**src/rtl/mem_arb_pkg.sv**
```systemverilog
// mem_arb_pkg: shared FSM state encoding and opcode type for the memory arbiter
package mem_arb_pkg;
  typedef enum logic [1:0] {IDLE, ISSUE, WAIT, RESP} state_e;
  typedef enum logic {OP_RD, OP_WR} op_e;
endpackage

```
**src/rtl/mem_arb_pick.sv**
```systemverilog
// mem_arb_pick: combinational grant selector; data side has fixed priority
// unless MEM_ARBITER_RR_EN selects round-robin on instruction/data ties
module mem_arb_pick (
  input  logic i_ic_req,
  input  logic i_dc_rd_req,
  input  logic i_dc_wr_req,
  input  logic i_mask_ic,
  input  logic i_mask_dc,
`ifdef MEM_ARBITER_RR_EN
  input  logic i_last_dc,
`endif
  output logic o_gnt,
  output logic o_gnt_dc,
  output logic o_wr
);
  logic w_ic, w_dc;
  always_comb begin
    w_ic = i_ic_req && !i_mask_ic;
    w_dc = (i_dc_rd_req || i_dc_wr_req) && !i_mask_dc;
`ifdef MEM_ARBITER_RR_EN
    o_gnt_dc = w_dc && (!w_ic || !i_last_dc);
`else
    o_gnt_dc = w_dc;
`endif
    o_gnt = w_ic || w_dc;
    // a pending write-back always beats the data side's own line read
    o_wr = o_gnt_dc && i_dc_wr_req;
  end
endmodule

```
**src/rtl/mem_arbiter.sv**
```systemverilog
// mem_arbiter: serialises fetch and data-cache traffic onto one Data_mem port.
// Define MEM_ARBITER_RR_EN for round-robin instead of data-side priority.
module mem_arbiter
  import mem_arb_pkg::*;
#(
  parameter int ADDR_W  = 32,
  parameter int DATA_W  = 64,
  parameter int MEM_LAT = 2
) (
  input  logic              clk,
  input  logic              rst,
  input  logic              ic_req,
  input  logic [ADDR_W-1:0] ic_addr,
  output logic [DATA_W-1:0] ic_rdata,
  output logic              ic_ready,
  input  logic              dc_rd_req,
  input  logic              dc_wr_req,
  input  logic [ADDR_W-1:0] dc_addr,
  input  logic [DATA_W-1:0] dc_wdata,
  output logic [DATA_W-1:0] dc_rdata,
  output logic              dc_ready,
  output logic              busy,
  output logic              m_rden,
  output logic              m_wren,
  output logic [ADDR_W-1:0] m_rd_address,
  output logic [ADDR_W-1:0] m_wr_address,
  output logic [DATA_W-1:0] m_write_data,
  input  logic [DATA_W-1:0] m_read_data
);
  localparam logic [3:0] LAT_M1 = 4'(MEM_LAT - 1);
  state_e r_state, w_next;
  op_e r_op;
  logic r_dc, r_mask_ic, r_mask_dc;
  logic [ADDR_W-1:0] r_addr;
  logic [DATA_W-1:0] r_wdata, r_ic_rdata, r_dc_rdata;
  logic [3:0] r_cnt;
  logic w_gnt, w_gnt_dc, w_wr, w_cap;
`ifdef MEM_ARBITER_RR_EN
  logic r_last_dc;
`endif
  mem_arb_pick u_pick (
    .i_ic_req   (ic_req),
    .i_dc_rd_req(dc_rd_req),
    .i_dc_wr_req(dc_wr_req),
    .i_mask_ic  (r_mask_ic),
    .i_mask_dc  (r_mask_dc),
`ifdef MEM_ARBITER_RR_EN
    .i_last_dc  (r_last_dc),
`endif
    .o_gnt      (w_gnt),
    .o_gnt_dc   (w_gnt_dc),
    .o_wr       (w_wr)
  );
  always_ff @(posedge clk or posedge rst)
    if (rst) r_state <= IDLE;
    else r_state <= w_next;
  always_comb begin
    w_next = r_state;
    w_cap = r_state == WAIT && r_cnt == LAT_M1;
    case (r_state)
      IDLE:  w_next = w_gnt ? ISSUE : IDLE;
      ISSUE: w_next = r_op == OP_WR ? RESP : WAIT;
      WAIT:  w_next = w_cap ? RESP : WAIT;
      default: w_next = IDLE;
    endcase
    busy = r_state != IDLE;
    m_rden = r_state == ISSUE && r_op == OP_RD;
    m_wren = r_state == ISSUE && r_op == OP_WR;
    ic_ready = r_state == RESP && !r_dc;
    dc_ready = r_state == RESP && r_dc;
  end
  always_ff @(posedge clk or posedge rst)
    if (rst) begin
      r_op <= OP_RD;
      r_dc <= 1'b0;
      r_mask_ic <= 1'b0;
      r_mask_dc <= 1'b0;
      r_addr <= '0;
      r_wdata <= '0;
      r_ic_rdata <= '0;
      r_dc_rdata <= '0;
      r_cnt <= '0;
`ifdef MEM_ARBITER_RR_EN
      r_last_dc <= 1'b0;
`endif
    end else begin
      // the side just answered sits out the following idle cycle
      r_mask_ic <= r_state == RESP && !r_dc;
      r_mask_dc <= r_state == RESP && r_dc;
      r_cnt <= r_state == WAIT ? r_cnt + 4'd1 : 4'd0;
      if (r_state == IDLE && w_gnt) begin
        r_dc <= w_gnt_dc;
        r_op <= w_wr ? OP_WR : OP_RD;
        r_addr <= w_gnt_dc ? dc_addr : ic_addr;
        r_wdata <= dc_wdata;
`ifdef MEM_ARBITER_RR_EN
        r_last_dc <= w_gnt_dc;
`endif
      end
      if (w_cap && r_dc) r_dc_rdata <= m_read_data;
      if (w_cap && !r_dc) r_ic_rdata <= m_read_data;
    end
  assign m_rd_address = r_addr;
  assign m_wr_address = r_addr;
  assign m_write_data = r_wdata;
  assign ic_rdata = r_ic_rdata;
  assign dc_rdata = r_dc_rdata;
endmodule

```
**config.mk**
```make
export PLATFORM = sky130hd
export DESIGN_NAME = mem_arbiter
export DESIGN_NICKNAME = d
export VERILOG_FILES = /design/src/rtl/mem_arb_pkg.sv /design/src/rtl/mem_arb_pick.sv /design/src/rtl/mem_arbiter.sv
export SDC_FILE = /design/constraint.sdc
export NUM_CORES = 1
export LEC_CHECK = 0
export BUFFER_PORTS_ARGS = -buffer_cell sky130_fd_sc_hd__clkbuf_2
export CORE_AREA = 2 2 176 178
export DETAILED_ROUTE_END_ITERATION = 8
export DIE_AREA = 0 0 178 180
export PLACE_DENSITY = 0.63
export SETUP_SLACK_MARGIN = 0.5
export SLEW_MARGIN = 5
export SYNTH_ARGS = -nofsm -noshare
export SYNTH_HDL_FRONTEND = slang
export SYNTH_SLANG_ARGS = --single-unit
```
**constraint.sdc**
```tcl
create_clock -name clk -period 16.7 [get_ports clk]
set_input_delay 2.505 -clock clk [delete_from_list [all_inputs] [get_ports clk]]
set_output_delay 2.505 -clock clk [all_outputs]
set_load 0.03 [all_outputs]
```
## After elaboration in Yosys (flattened, before gate mapping)

Index checks and enable logic that the tools add are counted.

- Add/subtract/negate cells: 1
- Bitwise gates (word level): 1
- Equal/unequal tests: 4
- Reductions and logical operators: 18
- Muxes and demuxes: 7

Operator list:

| operator | number |
|---|---|
| $mux 32 | 1 |
| $logic_and 1x1->1 | 11 |
| $pmux 2 s3 | 1 |
| $add 4x1->4 const B | 1 |
| $eq 2x2->1 const B | 2 |
| $eq 4x1->1 const B | 1 |
| $mux 1 | 4 |
| $mux 4 | 1 |
| $logic_not 1->1 | 3 |
| $eq 2x1->1 const B | 1 |
| $logic_not 2->1 | 1 |
| $logic_or 1x1->1 | 2 |
| $reduce_bool 2->1 | 1 |
| $not 1->1 | 1 |

- Output and inout port bits: 261
- Logic and storage cells: 41
- Register bits: 234

## Logic depth before layout (Yosys ltp)

- Depth in word-level cells: 5
- Gate-level depth with buffers: 7

## Modules after synthesis

Synthesis repeated with hierarchy kept, for this count alone.

- Cells, all modules: 622
- Area, all modules: 9382.7 sq um

Modules (own cells, without submodules):

| module | cells each | instances | sequential area each (sq um) | area each (sq um) |
|---|---|---|---|---|
| mem_arbiter | 617 | 1 | 5855.6 | 9350.2 |
| mem_arb_pick | 5 | 1 | 0.0 | 32.5 |

## Worst setup path before layout

Ideal clock, no wire load.

- Kind: register to output
- Start point: reg r_state[0]
- End point: out busy
- Data arrival time: 1.395 ns
- Path slack: 12.800 ns
- Cell stages (with the launch flop): 6
- Buffers on the path: 2
- Cell sequence: dfrtp_1 inv_1 ha_1 clkbuf_1 buf_1 inv_1

- Cells in the longest elaborated chain, start to end: 1

RTL lines:

| what | line | RTL |
|---|---|---|
| from (decl) | mem_arbiter.sv:31 | `state_e r_state, w_next;` |
| from (signal assigned) | mem_arbiter.sv:56 | `else r_state <= w_next;` |
| $reduce_bool 2->1 | mem_arbiter.sv:66 | `busy = r_state != IDLE;` |
| to (decl) | mem_arbiter.sv:22 | `output logic busy,` |

No other way between the ends.

## Worst setup path after layout

- Start point: in dc_wr_req
- End point: reg r_wdata[41] (netlist: m_write_data[41])

- Cells in the longest elaborated chain, start to end: 4

RTL lines:

| what | line | RTL |
|---|---|---|
| from (decl) | mem_arbiter.sv:17 | `input logic dc_wr_req,` |
| $logic_or 1x1->1 | mem_arb_pick.sv:19 | `w_dc = (i_dc_rd_req \|\| i_dc_wr_req) && !i_mask_dc;` |
| $logic_and 1x1->1 | mem_arb_pick.sv:19 |  |
| $logic_or 1x1->1 | mem_arb_pick.sv:25 | `o_gnt = w_ic \|\| w_dc;` |
| $logic_and 1x1->1 | mem_arbiter.sv:91 | `if (r_state == IDLE && w_gnt) begin` |
| to (signal assigned) | mem_arbiter.sv:95 | `r_wdata <= dc_wdata;` |
| to (decl) | mem_arbiter.sv:35 | `logic [DATA_W-1:0] r_wdata, r_ic_rdata, r_dc_rdata;` |

No other way between the ends.
A chain may end at the register's enable or synchronous reset.

==> flow_summary.ini <==
[run_status]
status = completed

[clocking]
clkTransAtPathRegs_ns = 0.06
clock_sinks = 234
cts_made_buffers = 26
cts_tree = done
ctsHtreeMaxLevel = 1
insertion_delay_ns = 0.53
cts_hold_buf = 0
cts_max_path_buffers = 3
cts_setup_buffers = 0
clockRootBuffer = clkbuf_16
ctsResizeCount = 0

[detailed_routing]
vias = 6508
drt_iter0_drc = 261
routed_wl_um = 25210
vias_per_cell = 4.538
firstDrtPassIters = 4
drcViolationCount = 0
drt.antenna.violating_nets = 0
wl_per_cell_um = 17.58

[global_route]
grt_max_degree = 84
grt_pass1_wl_um = 38380
grt_use_total_pct = 15.11
grt_pass1_vias = 6603
antenna_found_initial = 0
overflow = 0

[sta]
setup_slack_ns = 12.30
max_freq_mhz = 227.2
period_share_pct = 26.36
worst_slew_pin_slew_ns = 1.011
fin_tns_setup_ns = 0
finalHoldViolCount = 0
period_needed_ns = 4.402
rsz0062_at_grt = false
slew_violations = 0
setup_violations = 0
slew_headroom_pct = 32.62
finClkSkew_ns = 0.02131

[cells_and_area]
nNetsFinal = 1224
final_util_pct = 42.00
diodes = 0
fill_cells = 2810
area_growth_syn_to_layout_pct = 35.17
design_area_mm2 = 0.01268
drive_gt1_share_pct = 70.71

[critical_path]
critPathKind = in2reg
rr_endpoint = m_write_data[41]
worstSetupEndpoint = m_write_data[41]
r2r-start = r_state[0]
cp_common_cell = buf_4
crit_path_start_kind = primary input
cp.arrival_ns = 4.80
cp_max_fo = 66
crit_slowest_cell = buf_4
worstPathCellList = clkbuf_2, o21ba_1, buf_4, o21a_4, buf_4, mux2_2
cpLargestDelayFamily = buffers and inverters
reg2reg_slack_ns = 13.83
endpoint_kind = register
cpPeakStageDelay_ns = 0.73
path_buf_inv = 3
crit_start = dc_wr_req
rr_worst_depth = 6
crit_cells = 6
worstPathRequired_ns = 17.09

[logic_synthesis]
synth_seq_cells = 234
yosysMostFrequentCell = dfrtp_1
ys_warn_count = 0
seq_area_frac_synth_pct = 62.42
synth_area_per_cell_um2 = 15.79
synth_common_cells = dfrtp_1 (234), mux2_2 (184), nand3b_1 (33)
async_flop_share_pct = 100.0
syn_nets = 798
dominantRegCellSynth = dfrtp_1
synth-edff-count = 0
syn-cell-area_mm2 = 0.009380
yosysTopAreaCellShare_pct = 62.42
netlist_instances = 594
synthDistinctLibCells = 27
synth.area.top_cells = dfrtp_1 (62%), mux2_2 (22%), o221a_2 (3.8%)
synth_top_area_cell = dfrtp_1

[power]
p_clk_share_pct = 18.4
p_int_mw = 1.774
max-vdd-ir-drop_mv = 0.1115
power.leakage_nw = 6.164
swShare_pct = 44.40
seq_power_share_pct = 32.3
p_per_area_mw_per_mm2 = 251.7
power_switching_mw = 1.417
comb_power_share_pct = 49.3

[floorplan]
num_rows = 64
die_h_um = 180
io_pins = 458
core_mm2 = 0.03019
die_area_mm2 = 0.03204
die_x_um = 178
start_util_pct = 31.07

[hold_path]
holdCritPathClass = reg2reg
min_from = ic_rdata[19]

[placement]
hpwl_um = 18470
portBuffers = 457
gp_congestion = 0.8818
post-place-ws_ns = 11.77
place_area_mm2 = 0.01178

[job]
cap_viol_max_count = 0
-- stage by stage --
stage          power [mW]  hold WS, ns  std cells
5_1_grt             3.358       0.5100       1434
3_3_place_gp        2.604       0.4843       1388
6_report            3.191       0.5017       1434
3_5_place_dp        2.627       0.4926       1388
4_1_cts             3.230       0.5058       1434
2_1_floorplan       2.194       0.4571        594
-- area by class of cell --
cell class	count	area, um2	share of cell area [%]
clock buffer	41	818.3	6.454
tap	396	495.5	3.908
inverter	7	33.78	0.2664
timing repair buffer	465	2347	18.51
multi-input combinational	286	3052	24.07
clock inverter	5	77.57	0.6118
sequential	234	5856	46.18
-- kinds of logic (layout without fill, tap and decap cells) --
group,Yosys count,in the layout,share of synthesized area [%]
flip-flops,234,234,62.43
multiplexers,192,192,23.37
buffers and inverters,74,518,5.175
adder cells (fa/ha/maj),7,7,0.9337
AO/OA/AOI/OAI,38,38,4.348
XOR/XNOR,2,2,0.1868
AND/OR/NAND/NOR,47,47,3.562
-- cells in the final DEF, fill, tap and decap left out --
cell type	instances
dfrtp_1	234
ha_1	7
a32o_1	1
xnor2_1	1
clkbuf_16	27
mux2_4	8
buf_4	8
bufinv_16	2
nand4bb_1	1
inv_8	1
nor2b_1	5
o21ai_0	1
xor2_1	1
nor2_4	1
and2_1	3
nand2_1	2
nand3b_1	33
a22o_1	1
o21a_4	1
o21ba_1	1
o221a_2	32
clkbuf_8	9
nand3_1	1
mux2_2	184
clkinvlp_4	1
clkbuf_1	5
or2_2	1
inv_1	6
a31oi_1	1
clkinv_2	2
clkbuf_2	457
-- sequential cells by signal, summed over array words and instances (netlist names) --
signal / flops
dc_rdata: 64
ic_rdata: 64
m_rd_address: 32
m_write_data: 64
r_cnt: 4
r_dc: 1
r_mask_dc: 1
r_mask_ic: 1
r_op: 1
r_state: 2
-- power by group through the flow --
stage	logic (mW)	registers (mW)	clock network (mW)
after floorplan	0.628	1.57	0
after global placement	1.57	1.03	0
final	1.57	1.03	0.589
after detailed placement	1.59	1.04	0
after global routing	1.66	1.07	0.629
after CTS	1.59	1.03	0.608
-- layer usage --
metal  wire, um  up-vias  GRT usage (%)  part of all wire (%)
li1           -     2957              -                     -
met1      10430     3227          19.87                    41
met2      12170      268          24.53                    48
met3       1851       56          3.278                   7.3
met4        767        0          5.279                   3.0
met5          0        -              0                     0
-- how the worst min path moves through the flow --
| stage | end | cells after the start |
|---|---|---|
| 2_1_floorplan | r_cnt[0] | 1 |
| 3_3_place_gp | r_cnt[0] | 1 |
| 3_5_place_dp | dc_rdata[61] | 1 |
| 4_1_cts | dc_rdata[58] | 1 |
| 5_1_grt | dc_rdata[27] | 1 |
| 6_report | ic_rdata[19] | 1 |
No activity file was read; power rests on OpenSTA's default activity.
